==> config.mk <==
export PLATFORM = sky130hd
export DESIGN_NAME = filter_frame_sequencer
export DESIGN_NICKNAME = d
export VERILOG_FILES = /design/src/rtl/filter_seq_pkg.sv /design/src/rtl/frame_pixel_counter.sv /design/src/rtl/filter_frame_sequencer.sv
export SDC_FILE = /design/constraint.sdc
export NUM_CORES = 1
export LEC_CHECK = 0
export BUFFER_PORTS_ARGS = -buffer_cell sky130_fd_sc_hd__buf_2
export CORE_MARGIN = 2
export CORE_UTILIZATION = 55
export CTS_CLUSTER_SIZE = 24
export DETAILED_ROUTE_END_ITERATION = 10
export GPL_ROUTABILITY_DRIVEN = 0
export PLACE_DENSITY = 0.91
export SETUP_SLACK_MARGIN = 0.02
export SLEW_MARGIN = 25
export SYNTH_ARGS = -nofsm -noshare
export SYNTH_HDL_FRONTEND = slang
export SYNTH_SLANG_ARGS = --single-unit
export TNS_END_PERCENT = 50
==> constraint.sdc <==
create_clock -name clk -period 3.1 [get_ports clk]
set_clock_uncertainty 0.1 [all_clocks]
set_input_delay 0.31 -clock clk [delete_from_list [all_inputs] [get_ports clk]]
set_output_delay 0.31 -clock clk [all_outputs]
set_load 0.005 [all_outputs]
==> src/rtl/filter_seq_pkg.sv <==
// Shared types, default parameters and the radius clamp for filter_frame_sequencer.
package filter_seq_pkg;

    typedef enum logic [1:0] {
        IDLE   = 2'd0,
        FEED   = 2'd1,
        DRAIN  = 2'd2,
        BYPASS = 2'd3
    } state_t;

    typedef enum logic {
        BYPASS_MODE = 1'b0,
        BLUR_MODE   = 1'b1
    } filter_mode_t;

    localparam int unsigned DEF_IMG_WIDTH      = 640;
    localparam int unsigned DEF_IMG_HEIGHT     = 480;
    localparam int unsigned DEF_DATA_WIDTH     = 8;
    localparam int unsigned DEF_MAX_RADIUS     = 4;
    localparam int unsigned DEF_TIMEOUT_CYCLES = 1048576;

    function automatic logic [7:0] clamp_radius(input logic [7:0] req, input logic [7:0] max_r);
        return (req > max_r) ? max_r : req;
    endfunction

endpackage

==> src/rtl/frame_pixel_counter.sv <==
// Per-frame pixel counter: wraps to zero after the TOTAL-th enable, flags the last position.
module frame_pixel_counter #(
    parameter int unsigned TOTAL = 8
) (
    input  logic clk,
    input  logic reset,
    input  logic i_clear,
    input  logic i_enable,
    output logic o_last
);

    localparam int unsigned CNT_W = (TOTAL > 1) ? $clog2(TOTAL) : 1;

    logic [CNT_W-1:0] r_count;

    assign o_last = (r_count == CNT_W'(TOTAL - 1));

    always_ff @(posedge clk or negedge reset) begin
        if (!reset) begin
            r_count <= '0;
        end else if (i_clear) begin
            r_count <= '0;
        end else if (i_enable) begin
            r_count <= o_last ? '0 : r_count + CNT_W'(1);
        end
    end

endmodule

==> src/rtl/filter_frame_sequencer.sv <==
// Frame admission, radius latch and output routing around a frame-buffered blur filter.
// Optional drain watchdog enabled by defining FILTER_SEQ_WATCHDOG_EN.
module filter_frame_sequencer
    import filter_seq_pkg::*;
#(
    parameter int unsigned IMG_WIDTH      = DEF_IMG_WIDTH,
    parameter int unsigned IMG_HEIGHT     = DEF_IMG_HEIGHT,
    parameter int unsigned DATA_WIDTH     = DEF_DATA_WIDTH,
    parameter int unsigned MAX_RADIUS     = DEF_MAX_RADIUS,
    parameter int unsigned TIMEOUT_CYCLES = DEF_TIMEOUT_CYCLES
) (
    input  logic                  clk,
    input  logic                  reset,
    input  logic [DATA_WIDTH-1:0] pixel_in,
    input  logic                  pixel_in_valid,
    input  logic                  pixel_in_sof,
    input  logic                  filter_sel,
    input  logic [7:0]            blur_radius_req,
    output logic [DATA_WIDTH-1:0] flt_pixel,
    output logic                  flt_pixel_valid,
    output logic [7:0]            flt_radius,
    input  logic                  flt_busy,
    input  logic [DATA_WIDTH-1:0] flt_pixel_out,
    input  logic                  flt_pixel_out_valid,
    output logic [DATA_WIDTH-1:0] pixel_out,
    output logic                  pixel_out_valid,
    output logic                  frame_done,
    output logic                  frame_dropped,
    output logic [15:0]           drop_count,
    output logic                  timeout_err,
    output logic                  busy
);

    localparam int unsigned TOTAL = IMG_WIDTH * IMG_HEIGHT;

    state_t                r_state, w_state_d;
    logic [DATA_WIDTH-1:0] r_flt_pixel, r_pixel_out, w_pixel_out_d;
    logic                  r_flt_valid, r_out_valid, r_frame_done, r_frame_dropped, r_timeout;
    logic                  w_flt_valid_d, w_out_valid_d, w_frame_done_d, w_frame_dropped_d;
    logic                  w_timeout_d;
    logic [7:0]            r_flt_radius, w_radius_d;
    logic [15:0]           r_drop_count;
    logic                  w_in_en, w_in_last, w_out_en, w_out_clr, w_out_last;
    logic                  w_sof, w_wd_expired;
    filter_mode_t          w_mode;

    assign w_sof  = pixel_in_valid && pixel_in_sof;
    assign w_mode = filter_mode_t'(filter_sel);

    frame_pixel_counter #(.TOTAL(TOTAL)) u_in_counter (
        .clk      (clk),
        .reset    (reset),
        .i_clear  (1'b0),
        .i_enable (w_in_en),
        .o_last   (w_in_last)
    );

    frame_pixel_counter #(.TOTAL(TOTAL)) u_out_counter (
        .clk      (clk),
        .reset    (reset),
        .i_clear  (w_out_clr),
        .i_enable (w_out_en),
        .o_last   (w_out_last)
    );

`ifdef FILTER_SEQ_WATCHDOG_EN
    localparam int unsigned WD_W = $clog2(TIMEOUT_CYCLES + 1);

    logic [WD_W-1:0] r_wd_count;

    assign w_wd_expired = (r_state == DRAIN) && !flt_pixel_out_valid &&
                          (r_wd_count == WD_W'(TIMEOUT_CYCLES - 1));

    // Held at zero outside DRAIN so every DRAIN entry starts a fresh window.
    always_ff @(posedge clk or negedge reset) begin
        if (!reset) begin
            r_wd_count <= '0;
        end else if ((r_state != DRAIN) || flt_pixel_out_valid || w_wd_expired) begin
            r_wd_count <= '0;
        end else begin
            r_wd_count <= r_wd_count + WD_W'(1);
        end
    end
`else
    logic w_unused_timeout;
    assign w_unused_timeout = ^TIMEOUT_CYCLES;
    assign w_wd_expired     = 1'b0;
`endif

    always_comb begin
        w_state_d         = r_state;
        w_in_en           = 1'b0;
        w_out_en          = 1'b0;
        w_out_clr         = 1'b0;
        w_flt_valid_d     = 1'b0;
        w_out_valid_d     = 1'b0;
        w_pixel_out_d     = pixel_in;
        w_frame_done_d    = 1'b0;
        w_frame_dropped_d = 1'b0;
        w_timeout_d       = 1'b0;
        w_radius_d        = r_flt_radius;
        unique case (r_state)
            IDLE: begin
                if (w_sof) begin
                    if (w_mode == BYPASS_MODE) begin
                        w_out_valid_d  = 1'b1;
                        w_in_en        = 1'b1;
                        w_frame_done_d = w_in_last;
                        w_state_d      = w_in_last ? IDLE : BYPASS;
                    end else if (!flt_busy) begin
                        w_radius_d    = clamp_radius(blur_radius_req, 8'(MAX_RADIUS));
                        w_flt_valid_d = 1'b1;
                        w_in_en       = 1'b1;
                        w_state_d     = w_in_last ? DRAIN : FEED;
                    end else begin
                        w_frame_dropped_d = 1'b1;
                    end
                end
            end
            FEED: begin
                if (pixel_in_valid) begin
                    w_flt_valid_d = 1'b1;
                    w_in_en       = 1'b1;
                    if (w_in_last) w_state_d = DRAIN;
                end
            end
            DRAIN: begin
                w_frame_dropped_d = w_sof;
                w_pixel_out_d     = flt_pixel_out;
                if (flt_pixel_out_valid) begin
                    w_out_valid_d = 1'b1;
                    w_out_en      = 1'b1;
                    if (w_out_last) begin
                        w_frame_done_d = 1'b1;
                        w_state_d      = IDLE;
                    end
                end else if (w_wd_expired) begin
                    w_timeout_d = 1'b1;
                    w_out_clr   = 1'b1;
                    w_state_d   = IDLE;
                end
            end
            BYPASS: begin
                if (pixel_in_valid) begin
                    w_out_valid_d = 1'b1;
                    w_in_en       = 1'b1;
                    if (w_in_last) begin
                        w_frame_done_d = 1'b1;
                        w_state_d      = IDLE;
                    end
                end
            end
            default: w_state_d = IDLE;
        endcase
    end

    always_ff @(posedge clk or negedge reset) begin
        if (!reset) begin
            r_state         <= IDLE;
            r_flt_pixel     <= '0;
            r_flt_valid     <= 1'b0;
            r_pixel_out     <= '0;
            r_out_valid     <= 1'b0;
            r_frame_done    <= 1'b0;
            r_frame_dropped <= 1'b0;
            r_timeout       <= 1'b0;
            r_flt_radius    <= '0;
            r_drop_count    <= '0;
        end else begin
            r_state         <= w_state_d;
            r_flt_valid     <= w_flt_valid_d;
            r_out_valid     <= w_out_valid_d;
            r_frame_done    <= w_frame_done_d;
            r_frame_dropped <= w_frame_dropped_d;
            r_timeout       <= w_timeout_d;
            r_flt_radius    <= w_radius_d;
            if (w_flt_valid_d) r_flt_pixel <= pixel_in;
            if (w_out_valid_d) r_pixel_out <= w_pixel_out_d;
            if (w_frame_dropped_d && (r_drop_count != 16'hFFFF)) begin
                r_drop_count <= r_drop_count + 16'd1;
            end
        end
    end

    assign flt_pixel       = r_flt_pixel;
    assign flt_pixel_valid = r_flt_valid;
    assign flt_radius      = r_flt_radius;
    assign pixel_out       = r_pixel_out;
    assign pixel_out_valid = r_out_valid;
    assign frame_done      = r_frame_done;
    assign frame_dropped   = r_frame_dropped;
    assign drop_count      = r_drop_count;
    assign timeout_err     = r_timeout;
    assign busy            = (r_state != IDLE);

endmodule

==> impl_metrics.py <==
metrics = {
    "finish": {
        "layout.cells.most_common_list": "sky130_fd_sc_hd__dfrtp_1 (84), sky130_fd_sc_hd__buf_2 (74), sky130_fd_sc_hd__xnor2_1 (32), sky130_fd_sc_hd__nor2_1 (31), sky130_fd_sc_hd__nand2_1 (29)",
        "antenna-diode-count": 0,
        "nets": 470,
        "multi_input_area_um2": 1690,
        "final_common_cell": "sky130_fd_sc_hd__dfrtp_1",
        "seqCellArea_um2": 2100,
        "layout-area-overhead-vs-synth_pct": 17.0,
        "final_layout_size_suffix_gt1_share_pct": 24.8,
        "fillers": 481,
    },
    "synthesis": {
        "yosys_warnings": 0,
        "avgSynthCellArea_um2": 10.9,
        "netlist.top_cell.by_area": "sky130_fd_sc_hd__dfrtp_1",
        "synth_xor_xnor_area_share_pct": 10.2,
        "async_reset_ff_share_pct": 100,
        "synth_top_cell_area_share_pct": 54.4,
        "unique_masters_post_synth": 44,
        "post_synth_and_or_nand_nor_area_fraction_pct": 20.9,
        "post_synth_mux_area_share_pct": 4.99,
        "syn_nets": 389,
        "post_synth_inst_count": 354,
        "dominant_combinational_cell_family_by_area_after_synthesis": "simple AND/OR/NAND/NOR gates",
        "syn-cell-area_um2": 3860,
        "dominantRegCellSynth": "sky130_fd_sc_hd__dfrtp_1",
        "yosys.area_share.adder_pct": 1.29,
        "sequential_to_total_area_share_from_yosys_stat_pct": 54.4,
        "synth-edff-count": 0,
        "post_synthesis_compound_gate_area_fraction_pct": 6.35,
        "synthTopCellsByArea": "sky130_fd_sc_hd__dfrtp_1 (54%), sky130_fd_sc_hd__xnor2_1 (7.3%), sky130_fd_sc_hd__nor2_1 (3.0%)",
        "yosys_register_bits": 84,
    },
    "setup_path": {
        "crit_path_max_incr_delay_ns": 0.54,
        "r2r.worst_path.cells": 8,
        "cp_top_family": "simple AND/OR/NAND/NOR gates",
        "path_buf_inv": 0,
        "cp_max_fo": 6,
        "timing.critical_path.from_type": "flop",
        "crit_chain": "nor4b_1, nand2_1, nor4_1, ha_1, o21bai_1, nor2b_1, a311oi_1, a32o_1",
        "critPathArrivalTime_ns": 2.81,
        "cpMaxStageDelayCell": "sky130_fd_sc_hd__nor4_1",
        "cp-end-kind": "flop",
        "timing_worst_setup_path_type": "reg -> reg",
        "critical_path_depth": 8,
        "worstPathRequired_ns": 3.25,
    },
    "min_path": {
        "hold_path_depth": 2,
        "holdCritPathClass": "in -> reg",
    },
    "clock_tree": {
        "cts.repair_timing.setup_buffer_count": 0,
        "tritoncts.num_buffers": 9,
        "worst_skew_pair.late_latency_ns": 0.36,
        "htreeDepth": 3,
        "cts.hold.buffers_added": 0,
        "path_clk_slew_ns": 0.08,
        "cts_tree": "yes",
        "clockBufferDepth": 2,
        "ctsResizeCount": 0,
        "tritoncts_num_sinks": 84,
        "clk_root_buffer_cell": "sky130_fd_sc_hd__clkbuf_8",
    },
    "place": {
        "dpl.hpwl_um": 5640,
        "port_buffers": 75,
    },
    "grt": {
        "number_of_global_route_vias_before_repair": 2857,
        "grt_first_pass_wirelength_um": 12800,
        "grt_remaining_overflow": 0,
        "initial_antenna_violation_count": 0,
        "grt_start_max_net_pins": 85,
        "groute.usage.overall_pct": 21.4,
    },
    "power_and_ir_drop": {
        "power_density_nw_per_um2": 542,
        "leakagePower_uw": 0.00215,
        "ir_drop_uv": 343,
    },
    "timing": {
        "holdWs_ns": 0.0871,
        "timing_hold_violations_final": 0,
        "setup_violations": 0,
        "timing.final.crit_period_ns": 2.66,
        "max_slew_margin_pct": 37.0,
        "setup_repair_after_global_routing_missed_its_margin": "false",
        "max_freq_mhz": 376,
        "setup_tns_ns": 0,
        "share_of_the_clock_period_used_by_the_worst_path_pct": 85.8,
        "final-max-slew-violation-count": 0,
        "tightest_slew_ns": 0.945,
    },
    "run_status": {
        "outcome": "finished, final reports clean",
    },
    "route": {
        "vias": 2997,
        "post_drt_wl_per_cell_um": 14.9,
        "drtAntennaViolNets": 0,
        "detail_route.iter0.violations": 163,
        "avgViaCountPerCell": 5.59,
        "drt-total-wl_um": 7970,
        "drc": 0,
        "drt_pass1_iterations": 5,
    },
    "floorplanning": {
        "num_io_pins": 77,
        "chip_height_um": 87.8,
        "starting_utilization_of_the_core_area_pct": 56.9,
        "fp.dieArea_um2": 7710,
        "design.core.area_um2": 6790,
        "row_count": 30,
        "floorplan.die.width_um": 87.8,
    },
    "job": {
        "cap_violations": 0,
    },
}
==> Yosys cell counts, types with 2 or more instances <==
library cell and count:
sky130_fd_sc_hd__a31oi_1 2, sky130_fd_sc_hd__inv_1 4, sky130_fd_sc_hd__nor2b_1 6, sky130_fd_sc_hd__xor2_1 13, sky130_fd_sc_hd__nor4b_1 2, sky130_fd_sc_hd__xnor2_1 32
sky130_fd_sc_hd__and4_1 4, sky130_fd_sc_hd__clkbuf_1 4, sky130_fd_sc_hd__nor3_1 11, sky130_fd_sc_hd__nor4_1 8, sky130_fd_sc_hd__buf_2 2, sky130_fd_sc_hd__ha_1 4
sky130_fd_sc_hd__dfrtp_1 84, sky130_fd_sc_hd__nand2_1 29, sky130_fd_sc_hd__or4_1 2, sky130_fd_sc_hd__buf_4 2, sky130_fd_sc_hd__o21ai_0 6, sky130_fd_sc_hd__nand3_1 19
sky130_fd_sc_hd__nor4_2 2, sky130_fd_sc_hd__and3_1 11, sky130_fd_sc_hd__nand4_1 14, sky130_fd_sc_hd__a22o_1 3, sky130_fd_sc_hd__nor2_1 31, sky130_fd_sc_hd__mux2i_1 8
sky130_fd_sc_hd__a21o_1 4, sky130_fd_sc_hd__mux2_2 10, sky130_fd_sc_hd__and2_1 7, sky130_fd_sc_hd__a21oi_1 14
==> routing by layer <==
layer  GRT usage [%]  share of wire [%]
met5               0                  0
met4            6.99                1.0
met3            5.47                3.7
met2            37.2                 53
met1            26.1                 42
==> per-stage QoR <==
step,total power (uW),cells,utilization [%],cell area [um^2],setup slack [ns]
floorplan,1590,354,-,3860,0.718
global placement,1760,519,63.8,4340,0.588
detailed placement,1790,519,63.8,4340,0.488
CTS,2460,535,66.3,4510,0.476
global route,2570,536,66.5,4520,0.249
finish,2450,536,66.5,4520,0.441
==> cell families after synthesis <==
logic type	after synthesis
other	1
AO/OA/AOI/OAI	36
adder cells (fa/ha/maj)	4
flip-flops	84
XOR/XNOR	45
buffers and inverters	14
AND/OR/NAND/NOR	152
multiplexers	18
==> registers in the layout (all words and copies together), names as in the netlist <==
signal and count:
frame_done 1, flt_pixel_valid 1, pixel_out 8, frame_dropped 1, drop_count 16, flt_pixel 8
flt_radius 8, pixel_out_valid 1, u_in_counter.r_count 19, r_state 2, u_out_counter.r_count 19
==> layout make-up <==
class	instances	area share [%]
clock buffers	11	3.13
well taps	96	2.66
multi-input cells	256	37.4
repair buffers	80	9.33
clock inverters	5	0.609
inverters	4	0.332
flip-flops and latches	84	46.5
==> power by group <==
part	switching, uW	internal [uW]	total, uW
Combinational	194	220	414
Sequential	109	1240	1350
Clock	378	307	686
Total	681	1770	2450
==> final timing paths <==
| path | from | end | slack [ns] |
|---|---|---|---|
| min in group asynchronous | reset | drop_count[13]$_DFFE_PN0P_ | 0.45 |
| max in group asynchronous | reset | drop_count[4]$_DFFE_PN0P_ | 1.93 |
| worst min-delay path | blur_radius_req[1] | flt_radius[1]$_DFFE_PN0P_ | 0.09 |
| worst max register to register | u_in_counter.r_count[12]$_DFFE_PN0P_ | r_state[1]$_DFFE_PN0P_ | 0.44 |
| worst max-delay path | u_in_counter.r_count[12]$_DFFE_PN0P_ | r_state[1]$_DFFE_PN0P_ | 0.44 |
| worst min register to register | u_in_counter.r_count[10]$_DFFE_PN0P_ | u_in_counter.r_count[10]$_DFFE_PN0P_ | 0.39 |
Power figures use the tool's default switching activity.
